**src/rtl/mux_arb_reg_pkg.sv**
```systemverilog
// Shared constants and helpers for the arbitrating output-register mux.
// The default datapath width and channel count live here so every user agrees.
package mux_arb_reg_pkg;

    localparam int ARCH_WIDTH   = 64;
    localparam int DEFAULT_N_CH = 4;

    // Index width needed to name n distinct items (n >= 2 in practice).
    function automatic int clog2(input int n);
        int r;
        r = 0;
        for (int v = n - 1; v > 0; v = v >> 1) begin
            r = r + 1;
        end
        return r;
    endfunction

endpackage

```
**src/rtl/mux_arb_reg_grant.sv**
```systemverilog
// Combinational grant picker: starting at ptr_i, scan channels in circular order
// and return the first eligible one as a one-hot grant plus its encoded index.
module mux_arb_grant
    import mux_arb_reg_pkg::*;
#(
    parameter int N_CH  = DEFAULT_N_CH,
    parameter int SEL_W = clog2(N_CH)
) (
    input  logic [N_CH-1:0]  elig_i,
    input  logic [SEL_W-1:0] ptr_i,
    output logic [N_CH-1:0]  grant_o,
    output logic [SEL_W-1:0] idx_o
);

    always_comb begin
        logic             found;
        logic [SEL_W:0]   cand;
        logic [SEL_W-1:0] cand_idx;
        found    = 1'b0;
        cand     = '0;
        cand_idx = '0;
        grant_o  = '0;
        idx_o    = '0;
        for (int j = 0; j < N_CH; j++) begin
            // Rotate by the pointer; the wrap is modulo N_CH, not 2**SEL_W.
            cand = {1'b0, ptr_i} + (SEL_W+1)'(j);
            if (cand >= (SEL_W+1)'(N_CH)) begin
                cand = cand - (SEL_W+1)'(N_CH);
            end
            cand_idx = cand[SEL_W-1:0];
            if (!found && elig_i[cand_idx]) begin
                found             = 1'b1;
                grant_o[cand_idx] = 1'b1;
                idx_o             = cand_idx;
            end
        end
    end

endmodule

```
**src/rtl/mux_arb_reg.sv**
```systemverilog
// N-channel arbitrating mux with a one-entry registered output stage.
// Define MUX_ARB_REG_RR_EN for round-robin arbitration; otherwise lowest index wins.
module mux_arb_reg
    import mux_arb_reg_pkg::*;
#(
    parameter int N_CH  = DEFAULT_N_CH,
    parameter int WIDTH = ARCH_WIDTH,
    parameter int SEL_W = clog2(N_CH)
) (
    input  logic                  clk,
    input  logic                  rst_n,
    input  logic [N_CH-1:0]       in_valid,
    input  logic [N_CH*WIDTH-1:0] in_data,
    output logic [N_CH-1:0]       in_ready,
    input  logic                  force_en,
    input  logic [SEL_W-1:0]      force_sel,
    output logic                  out_valid,
    output logic [WIDTH-1:0]      out_data,
    output logic [SEL_W-1:0]      out_sel,
    input  logic                  out_ready
);

    // Handshake: a channel transfers when in_valid & in_ready; the output is
    // consumed when out_valid & out_ready; the register reloads when empty or draining.
    logic             out_valid_q, out_valid_d;
    logic [WIDTH-1:0] out_data_q,  out_data_d;
    logic [SEL_W-1:0] out_sel_q,   out_sel_d;

    logic [N_CH-1:0]  force_mask;
    logic [N_CH-1:0]  elig;
    logic [N_CH-1:0]  grant;
    logic [SEL_W-1:0] grant_idx;
    logic [SEL_W-1:0] arb_ptr;
    logic [WIDTH-1:0] mux_data;
    logic             load;
    logic             xfer;

    // An out-of-range forced index selects nothing.
    always_comb begin
        force_mask = '0;
        if ({1'b0, force_sel} < (SEL_W+1)'(N_CH)) begin
            force_mask[force_sel] = 1'b1;
        end
    end

    assign elig     = force_en ? (in_valid & force_mask) : in_valid;
    assign load     = ~out_valid_q | out_ready;
    assign in_ready = grant & {N_CH{load & rst_n}};
    assign xfer     = |(in_valid & in_ready);

    mux_arb_grant #(
        .N_CH  (N_CH),
        .SEL_W (SEL_W)
    ) u_grant (
        .elig_i  (elig),
        .ptr_i   (arb_ptr),
        .grant_o (grant),
        .idx_o   (grant_idx)
    );

`ifdef MUX_ARB_REG_RR_EN
    logic [SEL_W-1:0] rr_ptr_q, rr_ptr_d;

    // Forced transfers do not disturb the fairness rotation.
    always_comb begin
        rr_ptr_d = rr_ptr_q;
        if (xfer && !force_en) begin
            rr_ptr_d = (grant_idx == SEL_W'(N_CH - 1)) ? '0 : grant_idx + SEL_W'(1);
        end
    end

    always_ff @(posedge clk) begin
        if (!rst_n) begin
            rr_ptr_q <= '0;
        end else begin
            rr_ptr_q <= rr_ptr_d;
        end
    end

    assign arb_ptr = rr_ptr_q;
`else
    assign arb_ptr = '0;
`endif

    always_comb begin
        mux_data = '0;
        for (int i = 0; i < N_CH; i++) begin
            mux_data = mux_data | (in_data[i*WIDTH +: WIDTH] & {WIDTH{grant[i]}});
        end
    end

    always_comb begin
        out_valid_d = out_valid_q;
        out_data_d  = out_data_q;
        out_sel_d   = out_sel_q;
        if (xfer) begin
            out_valid_d = 1'b1;
            out_data_d  = mux_data;
            out_sel_d   = grant_idx;
        end else if (out_ready) begin
            out_valid_d = 1'b0;
        end
    end

    always_ff @(posedge clk) begin
        if (!rst_n) begin
            out_valid_q <= 1'b0;
            out_data_q  <= '0;
            out_sel_q   <= '0;
        end else begin
            out_valid_q <= out_valid_d;
            out_data_q  <= out_data_d;
            out_sel_q   <= out_sel_d;
        end
    end

    assign out_valid = out_valid_q;
    assign out_data  = out_data_q;
    assign out_sel   = out_sel_q;

endmodule
```
**config.mk**
```make
export PLATFORM = sky130hd
export DESIGN_NAME = mux_arb_reg
export DESIGN_NICKNAME = d
export VERILOG_FILES = /design/src/rtl/mux_arb_reg_pkg.sv /design/src/rtl/mux_arb_reg_grant.sv /design/src/rtl/mux_arb_reg.sv
export SDC_FILE = /design/constraint.sdc
export NUM_CORES = 1
export LEC_CHECK = 0
export ABC_AREA = 0
export BUFFER_PORTS_ARGS = -buffer_cell sky130_fd_sc_hd__buf_2
export CORE_AREA = 2 2 131 133
export CTS_BUF_LIST = sky130_fd_sc_hd__clkbuf_4 sky130_fd_sc_hd__clkbuf_8 sky130_fd_sc_hd__clkbuf_16
export CTS_CLUSTER_DIAMETER = 50
export CTS_CLUSTER_SIZE = 24
export DETAILED_ROUTE_END_ITERATION = 8
export DIE_AREA = 0 0 133 135
export PLACE_DENSITY_LB_ADDON = 0.08
export REMOVE_ABC_BUFFERS = 1
export SLEW_MARGIN = 20
export SYNTH_ARGS = -nofsm -noshare
export SYNTH_HDL_FRONTEND = slang
export SYNTH_SLANG_ARGS = --single-unit
```
**constraint.sdc**
```tcl
create_clock -name clk -period 4.95 [get_ports clk]
set_clock_uncertainty 0.1 [all_clocks]
set_input_delay 0.2475 -clock clk [delete_from_list [all_inputs] [get_ports clk]]
set_output_delay 0.2475 -clock clk [all_outputs]
set_load 0.02 [all_outputs]
```
# [Yosys cells after proc, flatten, opt, wreduce, memory -nomap -nowiden]
# Index checks and enable logic that the tools add are counted.
[op_classes] n_mux=15 bitwise_logic=13 n_reduce_logical=9 order_cmp=2
[op_table] operator="$and A64 B64 Y64" n=4
[op_table] operator="$or A64 B64 Y64" n=3
[op_table] operator="$and A4 B4 Y4" n=3
[op_table] operator="$mux W1" n=8
[op_table] operator="$mux W4" n=2
[op_table] operator="$mux W2" n=3
[op_table] operator="$logic_and A1 B1 Y1" n=4
[op_table] operator="$reduce_or A4 Y1" n=1
[op_table] operator="$logic_not A1 Y1" n=3
[op_table] operator="$lt A2 B3 Y1 const B" n=1
[op_table] operator="$mux W3" n=1
[op_table] operator="$demux W1 S2" n=1
[op_table] operator="$ge A2 B1 Y1 const B" n=1
[op_table] operator="$reduce_bool A2 Y1" n=1
[op_table] operator="$and A1 B1 Y1" n=1
[op_table] operator="$not A1 Y1" n=1
[op_table] operator="$or A1 B1 Y1" n=1
[totals] output_inout_bits=71 wordCells=42 reg_bits=67 inputBits=266

# [Longest topological paths before layout]
# Gate-level depths: netlist of the first run.
[logic_depth] word_depth=20 depth_mapped=8

# [By module]
# Synthesis of the first run repeated with hierarchy kept, for this count alone.
[unflattened] hier_cells=455 hier_area_um2=4187.8
[modules_own_cells] mod="mux_arb_reg" area_each_um2=3698.5 instances=1 cells_per_inst=390
[modules_own_cells] mod="mux_arb_grant" area_each_um2=489.2 instances=1 cells_per_inst=65

# [Worst setup path after synthesis of the first run]
# Ideal clock, no wire load.
[synth_timing] kind="input port to output port" start="input port force_sel[1]" end="output port in_ready[3]" arrival_ns=1.456 t_required_ns=4.603 n_path_buf=0 path_slack_ns=3.146 path_stages=3 cell_sequence="or4b_1 o221a_4 nor3_1"
[synth_via] elab_chain_len=17 word_cells_on_any_way=18 cone_classes="order compare (2); mux (7); bitwise (2); reduce/logical (7)"
[synth_lines] element="start: declaration" line_no="mux_arb_reg.sv:16" rtl="input logic [SEL_W-1:0] force_sel,"
[synth_lines] element="$lt A2 B3 Y1 (implied by the code) or $ge A2 B1 Y1 (tied branches)" line_no="mux_arb_reg.sv:42" rtl="force_mask[force_sel] = 1'b1;"
[synth_lines] element="$logic_and A1 B1 Y1 (implied by the code)" line_no="mux_arb_reg.sv:42"
[synth_lines] element="$mux W1 (implied by the code)" line_no="mux_arb_reg.sv:42"
[synth_lines] element="$demux W1 S2 (*)" line_no="mux_arb_reg.sv:42"
[synth_lines] element="$and A4 B4 Y4 (*)" line_no="mux_arb_reg.sv:46" rtl="assign elig = force_en ? (in_valid & force_mask) : in_valid;"
[synth_lines] element="$mux W4 (*)" line_no="mux_arb_reg.sv:46"
[synth_lines] element="$mux W1" line_no="mux_arb_reg_grant.sv:31" rtl="if (!found && elig_i[cand_idx]) begin"
[synth_lines] element="$logic_not A1 Y1" line_no="mux_arb_reg_grant.sv:31"
[synth_lines] element="$logic_and A1 B1 Y1" line_no="mux_arb_reg_grant.sv:31"
[synth_lines] element="$mux W1" line_no="mux_arb_reg_grant.sv:31"
[synth_lines] element="$logic_not A1 Y1" line_no="mux_arb_reg_grant.sv:31"
[synth_lines] element="$logic_and A1 B1 Y1" line_no="mux_arb_reg_grant.sv:31"
[synth_lines] element="$mux W1" line_no="mux_arb_reg_grant.sv:31"
[synth_lines] element="$logic_not A1 Y1" line_no="mux_arb_reg_grant.sv:31"
[synth_lines] element="$logic_and A1 B1 Y1 (*)" line_no="mux_arb_reg_grant.sv:31"
[synth_lines] element="$mux W4 (*)" line_no="mux_arb_reg_grant.sv:31"
[synth_lines] element="$and A4 B4 Y4 (*)" line_no="mux_arb_reg.sv:48" rtl="assign in_ready = grant & {N_CH{load & rst_n}};"
[synth_lines] element="end: declaration" line_no="mux_arb_reg.sv:14" rtl="output logic [N_CH-1:0] in_ready,"
# Mark *: on every way between the ends. The rest lies on a longest branch, timed or not.

# [Worst setup path after layout of the first run]
[layout_timing] start="input port force_sel[1]" end="output port in_ready[0]"
[layout_via] elab_chain_len=11 word_cells_on_any_way=12 cone_classes="order compare (2); mux (7); bitwise (2); reduce/logical (1)"
[layout_lines] element="$lt A2 B3 Y1 (implied by the code) or $ge A2 B1 Y1 (tied branches)" line_no="mux_arb_reg.sv:42"
[layout_lines] element="$logic_and A1 B1 Y1 (implied by the code)" line_no="mux_arb_reg.sv:42"
[layout_lines] element="$mux W1 (implied by the code)" line_no="mux_arb_reg.sv:42"
[layout_lines] element="$demux W1 S2 (*)" line_no="mux_arb_reg.sv:42"
[layout_lines] element="$and A4 B4 Y4 (*)" line_no="mux_arb_reg.sv:46"
[layout_lines] element="$mux W4 (*)" line_no="mux_arb_reg.sv:46"
[layout_lines] element="$mux W1 (*)" line_no="mux_arb_reg_grant.sv:31"
[layout_lines] element="$mux W2 (*)" line_no="mux_arb_reg_grant.sv:31"
[layout_lines] element="$mux W3 (*)" line_no="mux_arb_reg_grant.sv:31"
[layout_lines] element="$mux W4 (*)" line_no="mux_arb_reg_grant.sv:31"
[layout_lines] element="$and A4 B4 Y4 (*)" line_no="mux_arb_reg.sv:48"
# Marks and branches as above.

==> impl_metrics.csv, run 1 <==
group,metric,value,unit
logic_synthesis,yosysTopAreaCell,"dfxtp_1",
clock_network,cts.sinks,67,
routing,vias_per_cell,4.852,
sta,setup_viol,0,
logic_synthesis,ys.flop_type,"dfxtp_1",
sta,drv_slew,0,
final_layout,drive_gt1_share,51.05,%
global_route,grtUsageTotal,15.66,%
logic_synthesis,ys_warn_count,0,
global_route,grt_remaining_overflow,0,
floorplanning,die_x,133,um
worst_setup_path,critPathArrivalTime,1.96,ns
logic_synthesis,yosysTopAreaCellShare,37.14,%
place,routabilityCongestion,0.7775,
routing,firstDrtPassIters,9,
run_status,status,"completed",
floorplanning,die-area,17960,um2
final_layout,antennaDiodeCount,0,
worst_setup_path,rr_startpoint,"out_valid$_SDFFE_PN0P_",
power_and_ir_drop,p_sw,0.5131,mW
clock_network,cts_made_buffers,9,
power_and_ir_drop,internal_power,1.227,mW
logic_synthesis,synth_area,3611,um2
worst_setup_path,worstPathRequired,4.60,ns
floorplanning,die_y,135,um
clock_network,ctsHoldBuffers,0,
sta,slew_headroom,50.33,%
global_route,grt_max_degree,73,
sta,report.final.hold_viol_count,0,
sta,whs,0.08596,ns
hold_path,whs_path_depth,3,
power_and_ir_drop,power_density,305.7,nW/um2
final_layout,finalNetCount,974,
sta,fmax,0.4325,GHz
sta,rsz0062_at_grt,"no",
logic_synthesis,synth_cell_type_count,30,
worst_setup_path,critPathMaxFanout,34,
worst_setup_path,rr_worst_depth,6,
worst_setup_path,worstSetupPathType,"primary input to output port",
worst_setup_path,rrSetupSlack,3.28,ns
sta,tightest_slew,0.7450,ns
clock_network,htree_levels,3,
logic_synthesis,avgSynthCellArea,8.894,um2
power_and_ir_drop,leakage,2.711,nW
routing,wl_per_cell,15.79,um
routing,drc_errors,0,
floorplanning,io_pins,337,
sta,fin_crit,2.312,ns
floorplanning,core_area,16410,um2
worst_setup_path,endpoint,"in_ready[0]",
logic_synthesis,synth.most_common_cell,"dfxtp_1",
logic_synthesis,yosys-top-cells-count,"dfxtp_1 (67), a21boi_0 (65), a222oi_1 (64), nand3_1 (64), o21ai_0 (48)",
logic_synthesis,synth_area_leaders,"dfxtp_1 (37%), a222oi_1 (18%), a21boi_0 (14%), nand3_1 (8.9%), o21ai_0 (6.7%)",
clock_network,ctsResizeCount,0,
routing,ant_nets,0,
global_route,grt_pass1_vias,4381,
place,dp_hpwl,11300,um
worst_setup_path,startpoint,"force_sel[1]",
clock_network,cts_tree,"built",
clock_network,clockBufferDepth,2,
worst_setup_path,r2r-end,"out_data[1]$_SDFFE_PN0P_",
clock_network,cts-root-buf,"clkbuf_16",
floorplanning,rows,47,
power_and_ir_drop,irDropWorstVdd,145.2,uV
worst_setup_path,startpoint_type,"primary input",
logic_synthesis,async_reset_ff_share,0,%
clock_network,post_cts_buffers,0,
logic_synthesis,synth_cells,406,
worst_setup_path,endpoint_kind,"output port",
routing,routed_wl,14740,um
final_layout,syn_to_final_growth,57.66,%
sta,fin_tns_setup,0,ns
clock_network,path_clk_slew,0.05,ns
global_route,grt_pass1_wl,22270,um
clock_network,clock_latency,0.33,ns
run,drv_cap,0,
global_route,antenna_found_initial,0,
power_and_ir_drop,p_seq_share,35.9,%
logic_synthesis,synth-seq-area-share,37.14,%
routing,vias,4527,
routing,drt_iter0_markers,372,
power_and_ir_drop,swShare,29.48,%
logic_synthesis,ys_ff_latch,67,
hold_path,hold_class,"primary input to register",
logic_synthesis,synth_edf_count,0,
power_and_ir_drop,comb_power_share,26.5,%
sta,fin_crit_sh,46.71,%
power_and_ir_drop,clock_power_share,37.6,%
place,io_buffers,336,
floorplanning,initial_core_util,22.01,%
[how the worst min path moves through the flow]
stage,slack (ns),start,to
after floorplan,0.29,rst_n,out_data[0]$_SDFFE_PN0P_
after global placement,0.34,out_data[59]$_SDFFE_PN0P_,out_data[59]$_SDFFE_PN0P_
after detailed placement,0.35,out_data[11]$_SDFFE_PN0P_,out_data[11]$_SDFFE_PN0P_
after CTS,0.07,in_data[252],out_data[60]$_SDFFE_PN0P_
after global routing,0.09,in_data[210],out_data[18]$_SDFFE_PN0P_
final,0.09,in_data[252],out_data[60]$_SDFFE_PN0P_
[stage by stage]
stage               cells  area (um2)  util [%]  power, mW  setup WS [ns]
finish                933        5693     34.70      1.740          2.638
global route          933        5693     34.70      1.848          2.525
CTS                   932        5662     34.51      1.776          2.519
detailed placement    916        5348     32.59      1.101          2.152
global placement      916        5348     32.59      1.094          2.214
floorplan             357        3351         -     0.8645          2.182
[power by group through the flow]
stage | Clock [mW] | Combinational, mW | Sequential, mW
5_1_grt | 0.708 | 0.509 | 0.632
3_5_place_dp | 0 | 0.465 | 0.636
4_1_cts | 0.685 | 0.466 | 0.625
6_report | 0.655 | 0.461 | 0.624
2_1_floorplan | 0 | 0.156 | 0.708
3_3_place_gp | 0 | 0.460 | 0.634
[layout by cell type (no fill, tap or decap), drive strengths merged, types with 4 or more instances in the layout]
cell and instances:
nor2 4, nand2 4, a21oi 4, a222oi 64, o21ai 66, dfxtp 67, a21boi 65, buf 340
clkbuf 12, nand3 64
[layer usage]
layer | vias to the layer above | part of all wire [%] | global-route usage, % | routed length [um]
met1 | 2049 | 37 | 16.08 | 5411
met2 | 206 | 52 | 29.48 | 7693
met5 | - | 0 | 0 | 0
met3 | 15 | 9.3 | 5.931 | 1377
li1 | 2257 | - | - | -
met4 | 0 | 1.7 | 4.779 | 253
[state kept, by name, summed over array words and instances (netlist names)]
name,count
out_data,64
out_sel,2
out_valid,1
[cells by family after synthesis]
logic type             count (synthesis)  synth area share [%]
AND/OR/NAND/NOR                       84                 12.47
flip-flops                            67                 37.14
buffers and inverters                 49                 7.207
AO/OA/AOI/OAI                        206                 43.17
[layout make-up]
| type | instances | area [um2] |
|---|---|---|
| fill | 1768 | 10710 |
| multi-input combinational | 290 | 2026 |
| timing repair buffer | 340 | 1737 |
| sequential | 67 | 1341 |
| tap | 220 | 275.3 |
| clock buffer | 12 | 266.5 |
| clock inverter | 4 | 47.55 |
[critical path, stage by stage]
cell and delay (ns):
buf_2 0.13, o21ai_0 0.14, and2_2 0.58, buf_4 0.47, nor2b_1 0.19, buf_2 0.17
Note: power is estimated with default switching activity, not from simulation.
==> run 2: changes to the inputs <==
Settings changed: ABC_AREA 0 to 1, CORE_AREA 2 2 131 133 to 2 2 133 135, DIE_AREA 0 0 133 135 to 0 0 135 137.
Clock period 4.95 ns to 1.9 ns, I/O delays scaled along.
==> impl_metrics.csv, run 2 <==
group,metric,value,unit
logic_synthesis,ys.flop_type,"dfxtp_1",
sta,report.final.hold_viol_count,0,
place,dp_hpwl,13720,um
sta,fmax,0.5755,GHz
worst_setup_path,critPathMaxFanout,42,
global_route,grtUsageTotal,20.27,%
clock_network,htree_levels,3,
place,routabilityCongestion,0.7826,
final_layout,drive_gt1_share,29.79,%
worst_setup_path,rr_worst_depth,7,
routing,ant_nets,0,
run,drv_cap,0,
power_and_ir_drop,leakage,4.515,nW
sta,setup_viol,0,
final_layout,final_cells,1496,
logic_synthesis,yosysTopAreaCellShare,28.47,%
logic_synthesis,synth_cells,872,
worst_setup_path,crit_buf_inv,4,
sta,tightest_slew,0.7443,ns
global_route,grt_remaining_overflow,0,
worst_setup_path,worstSetupPathType,"primary input to register",
floorplanning,rows,48,
global_route,grt_max_degree,68,
worst_setup_path,critPathArrivalTime,1.91,ns
run_status,status,"completed",
logic_synthesis,synth_cell_type_count,19,
sta,fin_crit,1.738,ns
sta,fin_crit_sh,91.45,%
place,dpl-instance-area,6645,um2
logic_synthesis,synth-seq-area-share,28.47,%
floorplanning,die_y,137,um
sta,final.setup.worst_slack,0.1624,ns
worst_setup_path,crit_top_cell,"nand2_1",
routing,routed_wl,19290,um
routing,firstDrtPassIters,4,
final_layout,fin_area,7860,um2
global_route,grt_pass1_vias,6152,
logic_synthesis,async_reset_ff_share,0,%
logic_synthesis,synth_area,4712,um2
worst_setup_path,critPathSlowestCell,"dlygate4sd3_1",
floorplanning,die_x,135,um
logic_synthesis,yosys-top-cells-count,"nand2_1 (338), nor2_1 (133), nand3_1 (128)",
clock_network,post_cts_buffers,0,
clock_network,ctsResizeCount,0,
final_layout,syn_to_final_growth,66.81,%
worst_setup_path,crit_family,"buffers and inverters",
logic_synthesis,ys_warn_count,0,
final_layout,finalNetCount,1530,
power_and_ir_drop,irDropWorstVdd,383.8,uV
clock_network,cts-root-buf,"clkbuf_16",
place,dp_slack,0.1842,ns
worst_setup_path,cp_slowest_stage_delay,0.54,ns
routing,vias,6594,
clock_network,cts_tree,"built",
floorplanning,io_pins,337,
floorplanning,initial_core_util,27.63,%
power_and_ir_drop,total_power,5.309,mW
final_layout,fin_util,46.08,%
place,placed_cells,1387,
clock_network,path_clk_slew,0.06,ns
logic_synthesis,synth.most_common_cell,"nand2_1",
logic_synthesis,yosysTopAreaCell,"dfxtp_1",
global_route,antenna_found_initial,2,
logic_synthesis,synth_edf_count,0,
worst_setup_path,worstPathRequired,2.07,ns
routing,drc_errors,0,
worst_setup_path,startpoint_type,"primary input",
global_route,grt_pass1_wl,29540,um
sta,slew_headroom,50.38,%
clock_network,cts_made_buffers,9,
sta,drv_slew,0,
final_layout,largest_reg_flops,64,
floorplanning,core_area,17060,um2
routing,drt_iter0_markers,295,
hold_path,whs_path_depth,5,
routing,wl_per_cell,12.90,um
final_layout,most-common-layout-cells,"nand2_1 (337), buf_2 (336), nor2_1 (133), nand3_1 (128), dlygate4sd3_1 (91)",
final_layout,fillers,1888,
worst_setup_path,path_depth,11,
final_layout,final_common_cell,"nand2_1",
power_and_ir_drop,power_density,675.5,nW/um2
clock_network,clockBufferDepth,2,
routing,vias_per_cell,4.408,
hold_path,hold_class,"primary input to register",
logic_synthesis,synth_area_leaders,"dfxtp_1 (28%), nand2_1 (27%), nand3_1 (14%), nor2_1 (11%), a21oi_1 (6.9%)",
clock_network,clock_latency,0.33,ns
logic_synthesis,ys_ff_latch,67,
clock_network,cts.sinks,67,
sta,rsz0062_at_grt,"no",
logic_synthesis,avgSynthCellArea,5.404,um2
floorplanning,die-area,18500,um2
place,io_buffers,336,
worst_setup_path,crit_chain,"buf_2, inv_2, nand2_1, nand2_1, a21oi_4, buf_12, nand3_1, nand2_1, dlygate4sd3_1, nor2_1, nor2_1",
worst_setup_path,endpoint_kind,"register",
run 2: changes by cell type after synthesis, moves of 5 or more:
cell      delta
a21boi_0    -64
a21oi_1     +61
a222oi_1    -64
buf_2       +21
clkbuf_1     -7
clkbuf_2     -5
inv_1       +68
nand2_1    +334
nand3_1     +64
nor2_1     +130
o21ai_0     -48
o21ai_1     -16
run 2: worst paths after layout:
check,end,slack (ns),startpoint
setup / recovery,out_data[38]$_SDFFE_PN0P_,0.16,force_sel[0]
setup reg to reg,out_data[49]$_SDFFE_PN0P_,0.34,out_valid$_SDFFE_PN0P_
hold / removal,out_data[53]$_SDFFE_PN0P_,0.003,in_data[181]
hold reg to reg,out_sel[0]$_SDFFE_PN0P_,0.36,out_sel[0]$_SDFFE_PN0P_
run 2: cells by family after synthesis:
kind of cell           after synthesis  share of synthesized area (%)
AOI/OAI and AO/OA                   69                          7.462
buffers and inverters              132                          12.24
DFF                                 67                          28.47
and+or+nand+nor                    604                          51.83
run 2: area by class of cell:
| cell class | instances | area, um2 | area share [%] |
|---|---|---|---|
| well taps | 225 | 281.5 | 3.582 |
| clock buffers | 11 | 246.5 | 3.136 |
| repair buffers | 443 | 2850 | 36.26 |
| diodes | 2 | 5.005 | 0.06367 |
| flip-flops and latches | 67 | 1341 | 17.06 |
| clock inverters | 5 | 52.55 | 0.6686 |
| multi-input cells | 673 | 2820 | 35.88 |
| inverters | 70 | 262.8 | 3.343 |
run 2: worst register-to-register path: cells and delay by family (launching register included):
family / cells / cell delay, ns
and+or+nand+nor: 6 / 0.79
DFF: 1 / 0.30
buffers and inverters: 1 / 0.25
run 2: per-stage QoR:
step | hold WS [ns] | setup TNS, ns
after CTS | 0.00007264 | 0
after global routing | 0.01952 | 0
after floorplan | 0.1361 | -168.70
final | 0.002951 | 0
after detailed placement | 0.3077 | 0
after global placement | 0.2928 | 0
run 2: per-layer routing:
metal | vias to the layer above | track usage [%] | share of wire [%]
met5 | - | 0 | 0
met2 | 223 | 38.69 | 51
met4 | 0 | 7.755 | 2.6
li1 | 3485 | - | -
met1 | 2857 | 21.58 | 39
met3 | 29 | 4.630 | 7.3
run 2: report_power, final:
group	switching, mW	leakage (nW)	internal (mW)	total (mW)
clock network	0.617	0.149	1.06	1.68
registers	0.0963	0.562	1.63	1.72
logic	1.11	3.80	0.802	1.91
run 2: repair_timing:
action | in CTS | in global routing
hold buffers | 91 | 0
endpoints found under the setup margin | 0 | 0
hold endpoints to repair | 59 | 0
==> run 3: changes to the inputs <==
Settings changed: CORE_AREA 2 2 133 135 to 2 2 129 131, DIE_AREA 0 0 135 137 to 0 0 131 133, REMOVE_ABC_BUFFERS 1 to not set.
Clock period 1.9 ns to 2.1 ns, I/O delays scaled along.
==> impl_metrics.csv, run 3 (same netlist as run 2, synthesis figures left out) <==
group,metric,value,unit
final_layout,most-common-layout-cells,"nand2_1 (337), buf_2 (336), nor2_1 (133), nand3_1 (128), dlygate4sd3_1 (70)",
final_layout,regArea,1341,um2
floorplanning,die_x,131,um
final_layout,multiInputGateArea,2820,um2
final_layout,final_cells,1468,
floorplanning,io_pins,337,
clock_network,path_clk_slew,0.05,ns
routing,firstDrtPassIters,4,
worst_setup_path,crit_top_cell,"nand2_1",
hold_path,hold_class,"primary input to register",
sta,fin_crit_sh,84.66,%
worst_setup_path,worstSetupPathType,"primary input to register",
place,io_buffers,336,
worst_setup_path,crit_buf_inv,4,
global_route,use_met2,41.25,%
global_route,antenna_found_initial,2,
hold_path,hp-start,"in_data[130]",
worst_setup_path,worstPathRequired,2.27,ns
global_route,met3_usage,6.632,%
worst_setup_path,rr_worst_depth,7,
routing,vias_per_cell,4.465,
sta,whs,0.007982,ns
clock_network,clock_latency,0.33,ns
run,drv_cap,0,
worst_setup_path,startpoint_type,"primary input",
worst_setup_path,rrSetupSlack,0.60,ns
power_and_ir_drop,irDropWorstVdd,332.7,uV
clock_network,cts_tree,"built",
power_and_ir_drop,power_density,622.5,nW/um2
worst_setup_path,crit_family,"buffers and inverters",
final_layout,fin_util,46.88,%
place,routabilityCongestion,0.8231,
final_layout,finalNetCount,1509,
sta,tightest_slew,0.7524,ns
worst_setup_path,crit_chain,"buf_2, inv_2, nand2_1, nand2_1, nand2_1, nand2_2, nor2_4, buf_4, nand2_1, nand2_1, dlygate4sd3_1, nor2_1, nor2_1",
clock_network,post_cts_buffers,0,
global_route,grt_pass1_vias,6330,
worst_setup_path,cp_slowest_stage_delay,0.56,ns
sta,fmax,0.5625,GHz
global_route,grt_pass1_wl,30580,um
routing,routed_wl,19900,um
clock_network,clockBufferDepth,2,
final_layout,drive_gt1_share,30.18,%
worst_setup_path,endpoint_kind,"register",
floorplanning,core_area,16170,um2
clock_network,cts.sinks,67,
place,dp_slack,0.4314,ns
floorplanning,initial_core_util,29.14,%
worst_setup_path,rr_startpoint,"out_valid$_SDFFE_PN0P_",
sta,slew_headroom,49.84,%
global_route,grt_remaining_overflow,0,
global_route,grt_max_degree,73,
floorplanning,rows,47,
final_layout,largest_reg_flops,64,
sta,final.setup.worst_slack,0.3221,ns
global_route,gr-usage-met1,24.09,%
run_status,status,"completed",
sta,fin_tns_setup,0,ns
worst_setup_path,critPathSlowestCell,"dlygate4sd3_1",
global_route,grtUsageTotal,22.33,%
clock_network,htree_levels,3,
floorplanning,die_y,133,um
floorplanning,die-area,17420,um2
routing,drt_iter0_markers,217,
worst_setup_path,critPathMaxFanout,30,
power_and_ir_drop,leakage,4.380,nW
place,dp_hpwl,14240,um
global_route,grt_busiest_layer,"met2",
routing,drc_errors,0,
worst_setup_path,r2r-end,"out_data[9]$_SDFFE_PN0P_",
hold_path,whs_path_depth,5,
routing,vias,6555,
hold_path,min_to,"out_data[2]$_SDFFE_PN0P_",
routing,wl_per_cell,13.55,um
sta,fin_crit,1.778,ns
place,placed_cells,1382,
worst_setup_path,critPathArrivalTime,1.95,ns
routing,ant_nets,0,
final_layout,fillers,1833,
clock_network,cts-root-buf,"clkbuf_16",
sta,report.final.hold_viol_count,0,
sta,rsz0062_at_grt,"no",
clock_network,cts_made_buffers,9,
final_layout,final_common_cell,"nand2_1",
sta,setup_viol,0,
final_layout,syn_to_final_growth,60.89,%
sta,drv_slew,0,
logic_synthesis,syn_nets,1138,
## run 3: cell count changes in the layout (fill, tap and decap cells not counted), sizes merged
| cell | change |
|---|---|
| clkinv | -1 |
| clkinvlp | -1 |
| dlygate4sd3 | -21 |
## run 3: report_power, final
part | switching, mW | internal, mW | leakage, nW
Sequential | 0.0874 | 1.47 | 0.562
Clock | 0.533 | 0.946 | 0.145
Combinational | 0.999 | 0.682 | 3.67
Total | 1.62 | 3.10 | 4.38
## run 3: timing repair
action,in CTS,in global routing
hold endpoints to repair,52,0
gates resized for setup,0,0
hold buffers,70,0
endpoints found under the setup margin,0,0
## run 3: stage by stage
| step | area (um2) | total power, mW |
|---|---|---|
| 6_report | 7581 | 4.719 |
| 5_1_grt | 7579 | 5.035 |
| 4_1_cts | 7576 | 4.786 |
| 3_5_place_dp | 6589 | 3.167 |
| 3_3_place_gp | 6589 | 3.168 |
| 2_1_floorplan | 4712 | 2.500 |
## run 3: worst max path at each step
stage                                start                   endpoint  slack, ns  cells past startpoint
floorplan           out_valid$_SDFFE_PN0P_    out_sel[1]$_SDFFE_PN0P_       0.61                      5
global placement              force_sel[0]  out_data[40]$_SDFFE_PN0P_       0.46                     13
detailed placement            force_sel[1]   out_data[2]$_SDFFE_PN0P_       0.43                     12
CTS                              out_ready                in_ready[1]       0.34                      7
global route                  force_sel[1]  out_data[15]$_SDFFE_PN0P_       0.14                     13
finish                        force_sel[1]  out_data[47]$_SDFFE_PN0P_       0.32                     13
## run 3: worst reg2reg max path: stages, from the launching register on
cell and delay [ns]:
dfxtp_1 0.30, nand2_1 0.08, nand2_1 0.15, nor2_4 0.21, buf_12 0.30, nand2_1 0.12, nor2_1 0.10, nor2_1 0.04
## run 3: layout make-up
cell class                      instances  share of cell area (%)
Multi-Input combinational cell        673                   37.20
Timing Repair Buffer                  422                   34.16
Sequential cell                        67                   17.69
Tap cell                              220                   3.631
Inverter                               70                   3.466
Clock buffer                           11                   3.251
Clock inverter                          3                  0.5281
Antenna cell                            2                 0.06602
## run 3: per-layer routing
metal	routed length, um	share of wire [%]
met5	0	0
met1	8015	40
met3	1498	7.5
met4	448	2.3
met2	9933	50
